==> src/rtl/alarm_sequencer_if.sv <==
// rtl/alarm_sequencer_if.sv - alarm configuration handshake between set-time UI and sequencer
interface alarm_sequencer_if;
   logic       cfg_valid;
   logic       cfg_ready;
   logic [5:0] cfg_hours;
   logic [5:0] cfg_minutes;
   logic       cfg_enable;
   logic       cfg_err;

   modport master (
      output cfg_valid,
      output cfg_hours,
      output cfg_minutes,
      output cfg_enable,
      input  cfg_ready,
      input  cfg_err
   );

   modport slave (
      input  cfg_valid,
      input  cfg_hours,
      input  cfg_minutes,
      input  cfg_enable,
      output cfg_ready,
      output cfg_err
   );
endinterface

==> src/rtl/alarm_sequencer.sv <==
// rtl/alarm_sequencer.sv - alarm arm/ring/snooze sequencer driving status LEDs
// Every output is a register updated alongside the state transition that causes it.
module alarm_sequencer #(
   parameter int RING_SECONDS   = 10,
   parameter int SNOOZE_MINUTES = 5,
   parameter int MAX_SNOOZES    = 3
) (
   input  logic             clock,
   input  logic             reset,
   input  logic             tick_1hz,
   input  logic [5:0]       cur_hours,
   input  logic [5:0]       cur_minutes,
   input  logic [5:0]       cur_seconds,
   alarm_sequencer_if.slave cfg,
   input  logic             snooze_btn,
   input  logic             stop_btn,
   output logic [2:0]       led,
   output logic             alarm_active,
   output logic [1:0]       state,
   output logic [1:0]       snooze_count
);

   typedef enum logic [1:0] {
      ST_IDLE    = 2'd0,
      ST_ARMED   = 2'd1,
      ST_RINGING = 2'd2,
      ST_SNOOZE  = 2'd3
   } state_t;

   localparam logic [2:0] LED_IDLE   = 3'b110;
   localparam logic [2:0] LED_ARMED  = 3'b100;
   localparam logic [2:0] LED_RING   = 3'b011;
   localparam logic [2:0] LED_SNOOZE = 3'b101;
   localparam logic [5:0] RING_LAST  = 6'(RING_SECONDS - 1);
   localparam logic [6:0] SNZ_ADD    = 7'(SNOOZE_MINUTES);
   localparam logic [1:0] SNZ_MAX    = 2'(MAX_SNOOZES);

   state_t     r_state;
   logic [5:0] r_tgt_h;
   logic [5:0] r_tgt_m;
   logic [5:0] r_snz_h;
   logic [5:0] r_snz_m;
   logic [5:0] r_ring_cnt;
   logic [1:0] r_snooze_count;
   logic [2:0] r_led;
   logic       r_active;
   logic       r_cfg_ready;
   logic       r_cfg_err;

   logic       w_cfg_xfer;
   logic       w_cfg_bad;
   logic       w_minute_tick;
   logic       w_alarm_hit;
   logic       w_snz_hit;
   logic       w_ring_done;
   logic       w_can_snooze;
   logic       w_snz_carry;
   logic [6:0] w_snz_sum;
   logic [5:0] w_snz_m;
   logic [5:0] w_snz_h;

   assign w_cfg_xfer    = cfg.cfg_valid && r_cfg_ready;
   assign w_cfg_bad     = (cfg.cfg_hours > 6'd23) || (cfg.cfg_minutes > 6'd59);
   assign w_minute_tick = tick_1hz && (cur_seconds == 6'd0);
   assign w_alarm_hit   = w_minute_tick && (cur_hours == r_tgt_h) && (cur_minutes == r_tgt_m);
   assign w_snz_hit     = w_minute_tick && (cur_hours == r_snz_h) && (cur_minutes == r_snz_m);
   assign w_ring_done   = (r_ring_cnt == RING_LAST);
   assign w_can_snooze  = (r_snooze_count < SNZ_MAX);

   // Snooze wake-up time rolls over the hour and past midnight.
   assign w_snz_sum   = {1'b0, cur_minutes} + SNZ_ADD;
   assign w_snz_carry = (w_snz_sum >= 7'd60);
   assign w_snz_m     = w_snz_carry ? 6'(w_snz_sum - 7'd60) : w_snz_sum[5:0];
   assign w_snz_h     = !w_snz_carry ? cur_hours :
                        (cur_hours == 6'd23) ? 6'd0 : cur_hours + 6'd1;

   always_ff @(posedge clock) begin
      if (reset) begin
         r_state        <= ST_IDLE;
         r_tgt_h        <= 6'd0;
         r_tgt_m        <= 6'd0;
         r_snz_h        <= 6'd0;
         r_snz_m        <= 6'd0;
         r_ring_cnt     <= 6'd0;
         r_snooze_count <= 2'd0;
         r_led          <= LED_IDLE;
         r_active       <= 1'b0;
         r_cfg_ready    <= 1'b1;
         r_cfg_err      <= 1'b0;
      end else begin
         r_cfg_err <= 1'b0;
         case (r_state)
            ST_IDLE, ST_ARMED: begin
               // A config transfer takes precedence over a coincident alarm match.
               if (w_cfg_xfer) begin
                  if (w_cfg_bad) begin
                     r_cfg_err <= 1'b1;
                  end else begin
                     r_tgt_h <= cfg.cfg_hours;
                     r_tgt_m <= cfg.cfg_minutes;
                     if (cfg.cfg_enable) begin
                        r_state <= ST_ARMED;
                        r_led   <= LED_ARMED;
                     end else begin
                        r_state <= ST_IDLE;
                        r_led   <= LED_IDLE;
                     end
                  end
               end else if ((r_state == ST_ARMED) && w_alarm_hit) begin
                  r_state        <= ST_RINGING;
                  r_led          <= LED_RING;
                  r_active       <= 1'b1;
                  r_cfg_ready    <= 1'b0;
                  r_ring_cnt     <= 6'd0;
                  r_snooze_count <= 2'd0;
               end
            end
            ST_RINGING: begin
               if (stop_btn || (tick_1hz && w_ring_done && !(snooze_btn && w_can_snooze))) begin
                  r_state        <= ST_ARMED;
                  r_led          <= LED_ARMED;
                  r_active       <= 1'b0;
                  r_cfg_ready    <= 1'b1;
                  r_snooze_count <= 2'd0;
               end else if (snooze_btn && w_can_snooze) begin
                  r_state        <= ST_SNOOZE;
                  r_led          <= LED_SNOOZE;
                  r_active       <= 1'b0;
                  r_snooze_count <= r_snooze_count + 2'd1;
                  r_snz_h        <= w_snz_h;
                  r_snz_m        <= w_snz_m;
               end else if (tick_1hz) begin
                  r_ring_cnt <= r_ring_cnt + 6'd1;
                  r_led      <= r_led ^ 3'b100;
               end
            end
            ST_SNOOZE: begin
               if (stop_btn) begin
                  r_state        <= ST_ARMED;
                  r_led          <= LED_ARMED;
                  r_cfg_ready    <= 1'b1;
                  r_snooze_count <= 2'd0;
               end else if (w_snz_hit) begin
                  r_state    <= ST_RINGING;
                  r_led      <= LED_RING;
                  r_active   <= 1'b1;
                  r_ring_cnt <= 6'd0;
               end
            end
         endcase
      end
   end

   assign cfg.cfg_ready = r_cfg_ready;
   assign cfg.cfg_err   = r_cfg_err;
   assign led           = r_led;
   assign alarm_active  = r_active;
   assign state         = r_state;
   assign snooze_count  = r_snooze_count;

endmodule

==> src/flat_wrapper.sv <==
// flat-port wrapper written by rule: the top's interface ports become plain ports
module alarm_sequencer_flat 
#(
   parameter int RING_SECONDS   = 10,
   parameter int SNOOZE_MINUTES = 5,
   parameter int MAX_SNOOZES    = 3
)
  (clock, reset, tick_1hz, cur_hours, cur_minutes, cur_seconds, snooze_btn, stop_btn, led, alarm_active, state, snooze_count, cfg_cfg_valid, cfg_cfg_hours, cfg_cfg_minutes, cfg_cfg_enable, cfg_cfg_ready, cfg_cfg_err);
  alarm_sequencer_if cfg_i ();
  input  logic clock;
  input  logic reset;
  input  logic tick_1hz;
  input  logic [5:0] cur_hours;
  input  logic [5:0] cur_minutes;
  input  logic [5:0] cur_seconds;
  input  logic snooze_btn;
  input  logic stop_btn;
  output logic [2:0] led;
  output logic alarm_active;
  output logic [1:0] state;
  output logic [1:0] snooze_count;
  input wire logic [$bits(cfg_i.cfg_valid)-1:0] cfg_cfg_valid;
  input wire logic [$bits(cfg_i.cfg_hours)-1:0] cfg_cfg_hours;
  input wire logic [$bits(cfg_i.cfg_minutes)-1:0] cfg_cfg_minutes;
  input wire logic [$bits(cfg_i.cfg_enable)-1:0] cfg_cfg_enable;
  output wire logic [$bits(cfg_i.cfg_ready)-1:0] cfg_cfg_ready;
  output wire logic [$bits(cfg_i.cfg_err)-1:0] cfg_cfg_err;
  assign cfg_i.cfg_valid = cfg_cfg_valid;
  assign cfg_i.cfg_hours = cfg_cfg_hours;
  assign cfg_i.cfg_minutes = cfg_cfg_minutes;
  assign cfg_i.cfg_enable = cfg_cfg_enable;
  assign cfg_cfg_ready = cfg_i.cfg_ready;
  assign cfg_cfg_err = cfg_i.cfg_err;
  alarm_sequencer #(.RING_SECONDS(RING_SECONDS), .SNOOZE_MINUTES(SNOOZE_MINUTES), .MAX_SNOOZES(MAX_SNOOZES)) u_core (.clock(clock), .reset(reset), .tick_1hz(tick_1hz), .cur_hours(cur_hours), .cur_minutes(cur_minutes), .cur_seconds(cur_seconds), .cfg(cfg_i), .snooze_btn(snooze_btn), .stop_btn(stop_btn), .led(led), .alarm_active(alarm_active), .state(state), .snooze_count(snooze_count));
endmodule
==> config.mk <==
export PLATFORM = sky130hd
export DESIGN_NAME = alarm_sequencer_flat
export DESIGN_NICKNAME = d
export VERILOG_FILES = /design/src/rtl/alarm_sequencer_if.sv /design/src/rtl/alarm_sequencer.sv /design/src/flat_wrapper.sv
export SDC_FILE = /design/constraint.sdc
export NUM_CORES = 1
export LEC_CHECK = 0
export CAP_MARGIN = 10
export CORE_ASPECT_RATIO = 0.5
export CORE_UTILIZATION = 30
export DETAILED_ROUTE_END_ITERATION = 6
export DONT_BUFFER_PORTS = 1
export SETUP_SLACK_MARGIN = 0.3
export SLEW_MARGIN = 20
export SYNTH_ARGS = -nofsm -noshare
export SYNTH_HDL_FRONTEND = slang
export SYNTH_SLANG_ARGS = --single-unit
==> constraint.sdc <==
create_clock -name clock -period 2.4 [get_ports clock]
set_input_delay 0.12 -clock clock [delete_from_list [all_inputs] [get_ports clock]]
set_output_delay 0.12 -clock clock [all_outputs]
set_load 0.05 [all_outputs]
# Word level (Yosys, flattened, before mapping)
# Index checks and enable logic that the tools add are counted.
# totals
register_bits	40
output_inout_bits	10
elab_cells	123
# op_classes
addsub	5
n_lt_le_gt_ge	4
eq_ne	23
n_mux	49
n_bitwise	5
reduce_logical	25
# op_table
cell	count
6-bit two-way mux	10
2-bit two-way mux	13
6-bit equality test	4
3-bit two-way mux	8
6-bit one-hot mux with 3 select lines	1
4-bit AND reduction	4
6-bit by 1-bit adder with 6-bit output (second input constant)	2
1-bit two-way mux	12
2-bit inequality test (second input constant)	6
2-bit one-hot mux with 3 select lines	2
1-bit logical AND	10
3-bit one-hot mux with 3 select lines	1
6-bit by 3-bit adder with 7-bit output (second input constant)	1
7-bit by 6-bit greater-or-equal comparator with 1-bit output (second input constant)	1
7-bit AND reduction	1
6-bit by 4-bit equality test with 1-bit output (second input constant)	1
6-bit by 5-bit equality test with 1-bit output (second input constant)	1
6-bit by 5-bit > comparator with 1-bit output (second input constant)	1
6-bit > comparator (second input constant)	1
6-bit zero test	1
2-bit by 1-bit inequality test with 1-bit output (second input constant)	3
3-bit by 1-bit inequality test with 1-bit output (second input constant)	2
1-bit one-hot mux with 3 select lines	2
3-bit AND reduction	2
15 further kinds	21

# Longest topological paths before layout
# Gate-level depths: netlist of run 1.
# depth
word_depth	8
ltp_mapped	10

# Least setup slack after synthesis of run 1
# No wires, ideal clock.
# synth_path
path_type	reg2reg
from	register u_core.r_snooze_count[0], in the netlist u_core.snooze_count[0]
to	register u_core.r_ring_cnt[3]
setup_ns	0.086
t_arrival_ns	2.184
path_slack_ns	0.131
path_stages_with_launch	8
n_path_buf	0
period_less_slack_ns	2.269
path_cell_list	dfxtp_1 ha_1 nand2b_1 o311ai_1 o21ai_1 a21oi_1 or4_1 a211oi_1
# synth_between
elab_chain_len	7
elab_cells_between_ends	8
# synth_lines
element	line_no	source
start, declared	alarm_sequencer.sv:44	logic [1:0] r_snooze_count;
start signal, assigned	alarm_sequencer.sv:129	r_snooze_count <= r_snooze_count + 2'd1;
2-bit less-than comparator (*)	alarm_sequencer.sv:68	assign w_can_snooze = (r_snooze_count < SNZ_MAX);
1-bit logical AND (*)	alarm_sequencer.sv:119, alarm_sequencer.sv:125	
1-bit zero test	alarm_sequencer.sv:119	if (stop_btn || (tick_1hz && w_ring_done && !(snooze_btn && w_can_snooze))) begin
1-bit logical AND	alarm_sequencer.sv:119	
1-bit logical OR	alarm_sequencer.sv:119	
2-bit inequality test (no source line)	--	
7-bit AND reduction (no source line) (*)	--	
end signal, assigned	alarm_sequencer.sv:133	r_ring_cnt <= r_ring_cnt + 6'd1;
end, declared	alarm_sequencer.sv:43	logic [5:0] r_ring_cnt;
# Every way passes the cells marked *; elsewhere a longest branch is shown, timed or not.
# A chain may end at the register's enable or synchronous reset.

# Worst setup path after layout of run 1
# layout_path
from	register u_core.r_tgt_m[3]
to	register u_core.r_state[1], in the netlist u_core.state[1]
# layout_between
elab_chain_len	5
# layout_lines
element	line_no	source
start, declared	alarm_sequencer.sv:40	logic [5:0] r_tgt_m;
start signal, assigned	alarm_sequencer.sv:100	r_tgt_m <= cfg.cfg_minutes;
6-bit equality test	alarm_sequencer.sv:65	assign w_alarm_hit = w_minute_tick && (cur_hours == r_tgt_h) && (cur_minutes == r_tgt_m);
1-bit logical AND	alarm_sequencer.sv:65	
1-bit logical AND	alarm_sequencer.sv:109	end else if ((r_state == ST_ARMED) && w_alarm_hit) begin
3-bit by 1-bit inequality test with 1-bit output (no source line)	--	
4-bit AND reduction (no source line)	--	
end signal, assigned	alarm_sequencer.sv:105	r_state <= ST_IDLE;
end signal, assigned	alarm_sequencer.sv:110	r_state <= ST_RINGING;
end signal, assigned	alarm_sequencer.sv:120	r_state <= ST_ARMED;
end, declared	alarm_sequencer.sv:38	state_t r_state;
# Every way passes these cells.

==> metrics.cfg, run 1 <==
[global_route]
grt_start_max_net_pins = 30
grt_pass1_vias = 2096
gr-max-usage-layer = met2
antenna_found_initial = 0
grt_pass1_wl_um = 10300
gr-usage-met1_pct = 18.7
track_usage_pct = 15.7
overflow = 0
grt_use_met3_pct = 4.46
grt_use_met2_pct = 27.9

[placement]
io_buffers = 0
place_area_um2 = 2600
post-dp-hpwl_um = 4390
gp_congestion = 0.838

[layout]
seqCellArea_um2 = 811
n_fill_cell = 719
final_common_cell = dfxtp_1
post-route-util_pct = 40.0
layout.cells.most_common_list = dfxtp_1 (32), xor2_1 (25), nor2_1 (24), nand2_1 (20), mux2i_1 (17)
multi_input_area_um2 = 1620
postLayoutCellArea_um2 = 3010
nets = 347
antenna_cells = 0
area_growth_pct = 26.2
layout-drive-gt1-share_pct = 18.0

[power_and_ir_drop]
power.static_leakage_nw = 1.21
peakVddDrop_v = 0.000265
p_per_area_nw_per_um2 = 510
power.total_mw = 1.53

[setup_path]
crit_chain = xor2_1, nor4_2, buf_4, and4_4, nand2_1, a21oi_1, dlygate4sd3_1
cp_max_fo = 2
cp-end-kind = flip-flop
cp.arrival_ns = 2.23
critPathBufInv = 2
cpPeakStageDelay_ns = 0.56
crit_path_top_delay_cell = dlygate4sd3_1
start_kind = flip-flop
worst-setup-path-type = reg -> reg
cp_top_family = buffers and inverters
crit_required_ns = 2.61

[synth]
syn_area_per_cell_um2 = 8.35
yosys_warnings = 0
synth_top_area_share_pct = 33.6
post_synth_num_cell_types = 48
synth_edf_count = 0
synth_fp_nets = 328
synth_area_um2 = 2380
ys_ff_latch = 40
yosys_most_used_dff = dfxtp_1
synth-seq-area-share_pct = 33.6
synth_cells = 285
synth.area.top_cells = dfxtp_1 (34%), xor2_1 (9.2%), mux2i_1 (7.1%)
yosys.area.top_type = dfxtp_1
async_flop_share_pct = 0

[clocking]
numCtsBuffers = 5
path_clk_slew_ns = 0.06
htreeDepth = 2
cts_root_buffer = clkbuf_16
hold_buffers = 15
clockBufferDepth = 2
cts_num_sinks = 40
tritoncts = done
insertion_delay_ns = 0.28

[floorplanning]
placementRows = 22
die_h_um = 65.0
fp.dieW_um = 128
start_util_pct = 31.7
core_area_um2 = 7510
io-pin-count = 47
dieArea_um2 = 8320

[drt]
first_iter_violations = 88
firstDrtPassIters = 4
drc = 0
drt-total-wl_um = 6140
ant_nets = 0
viasPerCell = 5.20
wl_per_cell_um = 14.9
vias = 2147

[job]
drv_cap = 0

[timing]
drv_slew = 0
min_period_ns = 2.02
worst_slew_pin_slew_ns = 0.730
finalSetupViolCount = 0
fmax_mhz = 495
fin_setup_tns_ns = 0
layout_worst_path_cycle_share_pct = 84.1
fin_skew_ns = 0.00683
rsz0062_at_grt = true
holdWs_ns = -0.108
slew_headroom_pct = 51.2
finalHoldViolCount = 10

[run_status]
status = finished, violations left
violations = negative hold slack

[worst_hold_path]
hold_path.class = in -> reg

synthesized netlist by cell type, drive strengths merged (3+ instances only):
library cell  number
or3                6
nor2              24
o21ai             20
a21oi             15
and4               3
buf                7
a211oi             4
nand2             20
o211ai             6
o31ai              5
nand4              3
mux2i             17
clkbuf            10
or4                6
nor4               6
nand2b             5
dfxtp             40
ha                 6
a31oi              9
nor3               3
nand3              7
xor2              25
nor2b              4
inv                7
flip-flops by register name (all words and copies together), names as in the netlist:
| name | count |
|---|---|
| u_core.r_snz_h | 6 |
| u_core.alarm_active | 1 |
| u_core.cfg.cfg_err | 1 |
| u_core.r_snz_m | 6 |
| u_core.r_tgt_h | 6 |
| u_core.snooze_count | 2 |
| u_core.state | 2 |
| u_core.r_tgt_m | 6 |
| u_core.r_ring_cnt | 6 |
| u_core.led | 3 |
| u_core.cfg.cfg_ready | 1 |
timing repair:
item	in CTS	in global routing
setup buffers	0	1
gates resized for setup	6	18
pin swaps	2	10
setup endpoints to repair	3	16
hold endpoints to repair	25	10
layout make-up:
class,count,area share [%]
Multi-Input combinational cell,221,53.8
Sequential cell,40,27.0
Timing Repair Buffer,29,8.74
Clock buffer,6,4.62
Tap cell,108,4.50
Inverter,7,0.874
Clock inverter,2,0.500
worst register-to-register path, stage by stage (launching register included):
cell	delay, ns
dfxtp_2	0.32
xor2_1	0.16
nor4_2	0.35
buf_4	0.17
and4_4	0.22
nand2_1	0.05
a21oi_1	0.13
dlygate4sd3_1	0.56
power by group:
part	internal (mW)	switching (mW)	total (mW)
Clock	0.413	0.273	0.686
Sequential	0.676	0.0160	0.692
Combinational	0.0804	0.0740	0.154
Total	1.17	0.363	1.53
cells by family (layout without fill, tap and decap cells):
group           after synthesis  after routing  synth area share [%]
buf+inv                      24             44                  4.10
xor+xnor                     27             27                  9.93
simple gates                100            100                  23.1
mux                          18             18                  7.62
flops                        40             40                  33.6
compound gates               70             70                  18.4
fa+ha+maj                     6              6                  3.15
metrics by stage:
step | cells | hold slack [ns] | setup WS [ns]
after floorplan | 285 | 0.264 | 0.264
after global placement | 389 | 0.186 | 0.227
after detailed placement | 389 | 0.188 | 0.174
after CTS | 412 | -0.106 | 0.296
after global routing | 413 | -0.119 | 0.291
final | 413 | -0.108 | 0.382
worst paths after layout:
path | to | start | slack [ns] | cells after the start
worst min-delay path | u_core.snooze_count[1]$_SDFFE_PP0P_ | reset | -0.11 | 1
worst max register to register | u_core.state[1]$_SDFFE_PP0P_ | u_core.r_tgt_m[3]$_SDFFE_PP0P_ | 0.38 | 7
worst min register to register | u_core.r_snz_m[2]$_SDFFE_PP0P_ | u_core.r_snz_m[2]$_SDFFE_PP0P_ | 0.47 | 2
worst max-delay path | u_core.state[1]$_SDFFE_PP0P_ | u_core.r_tgt_m[3]$_SDFFE_PP0P_ | 0.38 | 7
routing by layer:
metal / share of wire [%] / vias to the layer above
li1: - / 1080
met1: 45 / 1026
met2: 48 / 34
met3: 5.7 / 7
met4: 1.1 / 0
met5: 0 / -
Note: power is estimated with default switching activity, not from simulation.
==> inputs of run 2 (changes only) <==
clock period = 1.9 ns   (was 2.4 ns; I/O delays follow)
==> run 2 against run 1 <==
- the flow finishes with violations (negative setup slack)
- final area rose by 17%
- largest cell class unchanged
- combinational power rose by 69%
- die area did not move
==> metrics.cfg, run 2 (synthesized netlist as in run 1, its figures left out) <==
[clocking]
numCtsBuffers = 5
htreeDepth = 2
tritoncts = done
clockBufferDepth = 2
path_clk_slew_ns = 0.06
cts_num_sinks = 40
cts_root_buffer = clkbuf_16
insertion_delay_ns = 0.29

[layout]
layout.cells.most_common_list = buf_4 (30), dfxtp_1 (28), xor2_1 (22), nor2_1 (21), nand2_1 (20)
final_common_cell = buf_4
nets = 376
antenna_cells = 0
layout-drive-gt1-share_pct = 34.4
n_fill_cell = 679
postLayoutCellArea_um2 = 3510
area_growth_pct = 47.6

[placement]
post-dp-hpwl_um = 4640
gp_congestion = 0.856
io_buffers = 0
place_area_um2 = 2830

[drt]
vias = 2363
firstDrtPassIters = 4
ant_nets = 0
drt-total-wl_um = 7100
first_iter_violations = 114
drc = 0
viasPerCell = 5.35
wl_per_cell_um = 16.1

[worst_hold_path]
hold_path.class = in -> reg

[global_route]
antenna_found_initial = 0
grt_pass1_wl_um = 11800
grt_start_max_net_pins = 27
track_usage_pct = 18.2
grt_pass1_vias = 2395
overflow = 0

[power_and_ir_drop]
power.static_leakage_nw = 1.38
swShare_pct = 23.8
p_int_mw = 1.61
peakVddDrop_v = 0.000396
power.total_mw = 2.12
pwr-share-clk_pct = 46.7
seq_power_share_pct = 41.0
p_sw_uw = 505
p_per_area_nw_per_um2 = 603
p_comb_share_pct = 12.3

[floorplanning]
io-pin-count = 47
die_h_um = 65.0
core_area_um2 = 7510
dieArea_um2 = 8320
start_util_pct = 31.7
placementRows = 22
fp.dieW_um = 128

[run_status]
status = finished, violations left
violations = negative setup slack

[setup_path]
cp.arrival_ns = 2.21
crit_required_ns = 2.12
start_kind = flip-flop
cp_max_fo = 4
worst-setup-path-type = reg -> reg
cp-end-kind = flip-flop

[timing]
rsz0062_at_grt = true
slew_headroom_pct = 64.7
worst_slew_pin_slew_ns = 0.529
min_period_ns = 1.99
finalHoldViolCount = 0
layout_setup_ws_ns = -0.0898
finalSetupViolCount = 8
fmax_mhz = 503
layout_worst_path_cycle_share_pct = 105
holdWs_ns = 0.000860
drv_slew = 0
fin_skew_ns = 0.00356
fin_setup_tns_ns = -0.425

[job]
drv_cap = 0

## run 2: cell types whose count changed in the layout (fill, tap and decap cells not counted), sizes merged
cell	change
buf	+27
bufinv	+1
clkbuf	-1
clkinvlp	-1
dlygate4sd3	+2
inv	+1
## run 2: final timing paths
check,slack [ns],cells past startpoint,startpoint,endpoint
setup / recovery,-0.09,9,u_core.r_tgt_m[3]$_SDFFE_PP0P_,u_core.snooze_count[1]$_SDFFE_PP0P_
hold / removal,0.0009,2,cur_hours[4],u_core.r_snz_h[4]$_SDFFE_PP0P_
setup reg to reg,-0.09,9,u_core.r_tgt_m[3]$_SDFFE_PP0P_,u_core.snooze_count[1]$_SDFFE_PP0P_
hold reg to reg,0.46,2,u_core.r_snz_m[4]$_SDFFE_PP0P_,u_core.r_snz_m[4]$_SDFFE_PP0P_
## run 2: layout make-up
cell class | count | area (µm²) | share of cell area [%]
flip-flops and latches | 40 | 826 | 23.5
well taps | 108 | 135 | 3.84
repair buffers | 58 | 537 | 15.3
clock buffers | 5 | 125 | 3.56
inverters | 7 | 30.0 | 0.854
clock inverters | 3 | 45.0 | 1.28
multi-input cells | 221 | 1820 | 51.7
## run 2: timing repair
action,in CTS,in global routing
resized for setup,30,23
setup endpoints to repair,19,32
buffers inserted,8,2
pin swaps,23,19
hold buffers,18,0
hold endpoints to repair,29,0
## run 2: layer usage
metal  routed length [µm]  vias to the layer above  share of wire (%)  GRT usage (%)
met5                    0                        -                  0              0
met2                 3540                       70                 50           32.6
li1                     -                     1138                  -              -
met3                  325                       21                4.6           5.37
met1                 3050                     1134                 43           20.4
met4                  192                        0                2.7           7.06
## run 2: power by group through the flow
stage | clock network [mW] | registers [mW] | logic, mW
global placement | 0 | 0.886 | 0.186
detailed placement | 0 | 0.887 | 0.190
finish | 0.989 | 0.869 | 0.261
global route | 1.04 | 0.870 | 0.289
CTS | 1.00 | 0.868 | 0.251
floorplan | 0 | 0.889 | 0.163
## run 2: through the flow
stage | worst slack [ns] | utilization, % | std cells
6_report | -0.0898 | 46.8 | 442
5_1_grt | -0.172 | 46.8 | 442
4_1_cts | -0.112 | 45.1 | 440
2_1_floorplan | -0.206 | - | 285
3_3_place_gp | -0.198 | 37.6 | 406
3_5_place_dp | -0.234 | 37.6 | 406
## run 2: critical path: stages, from the launching register on
cell,delay (ns)
dfxtp_2,0.33
xor2_2,0.14
nor4_2,0.28
buf_4,0.16
and4_4,0.22
a21oi_4,0.07
buf_6,0.13
buf_12,0.12
or3_4,0.32
a21oi_2,0.12
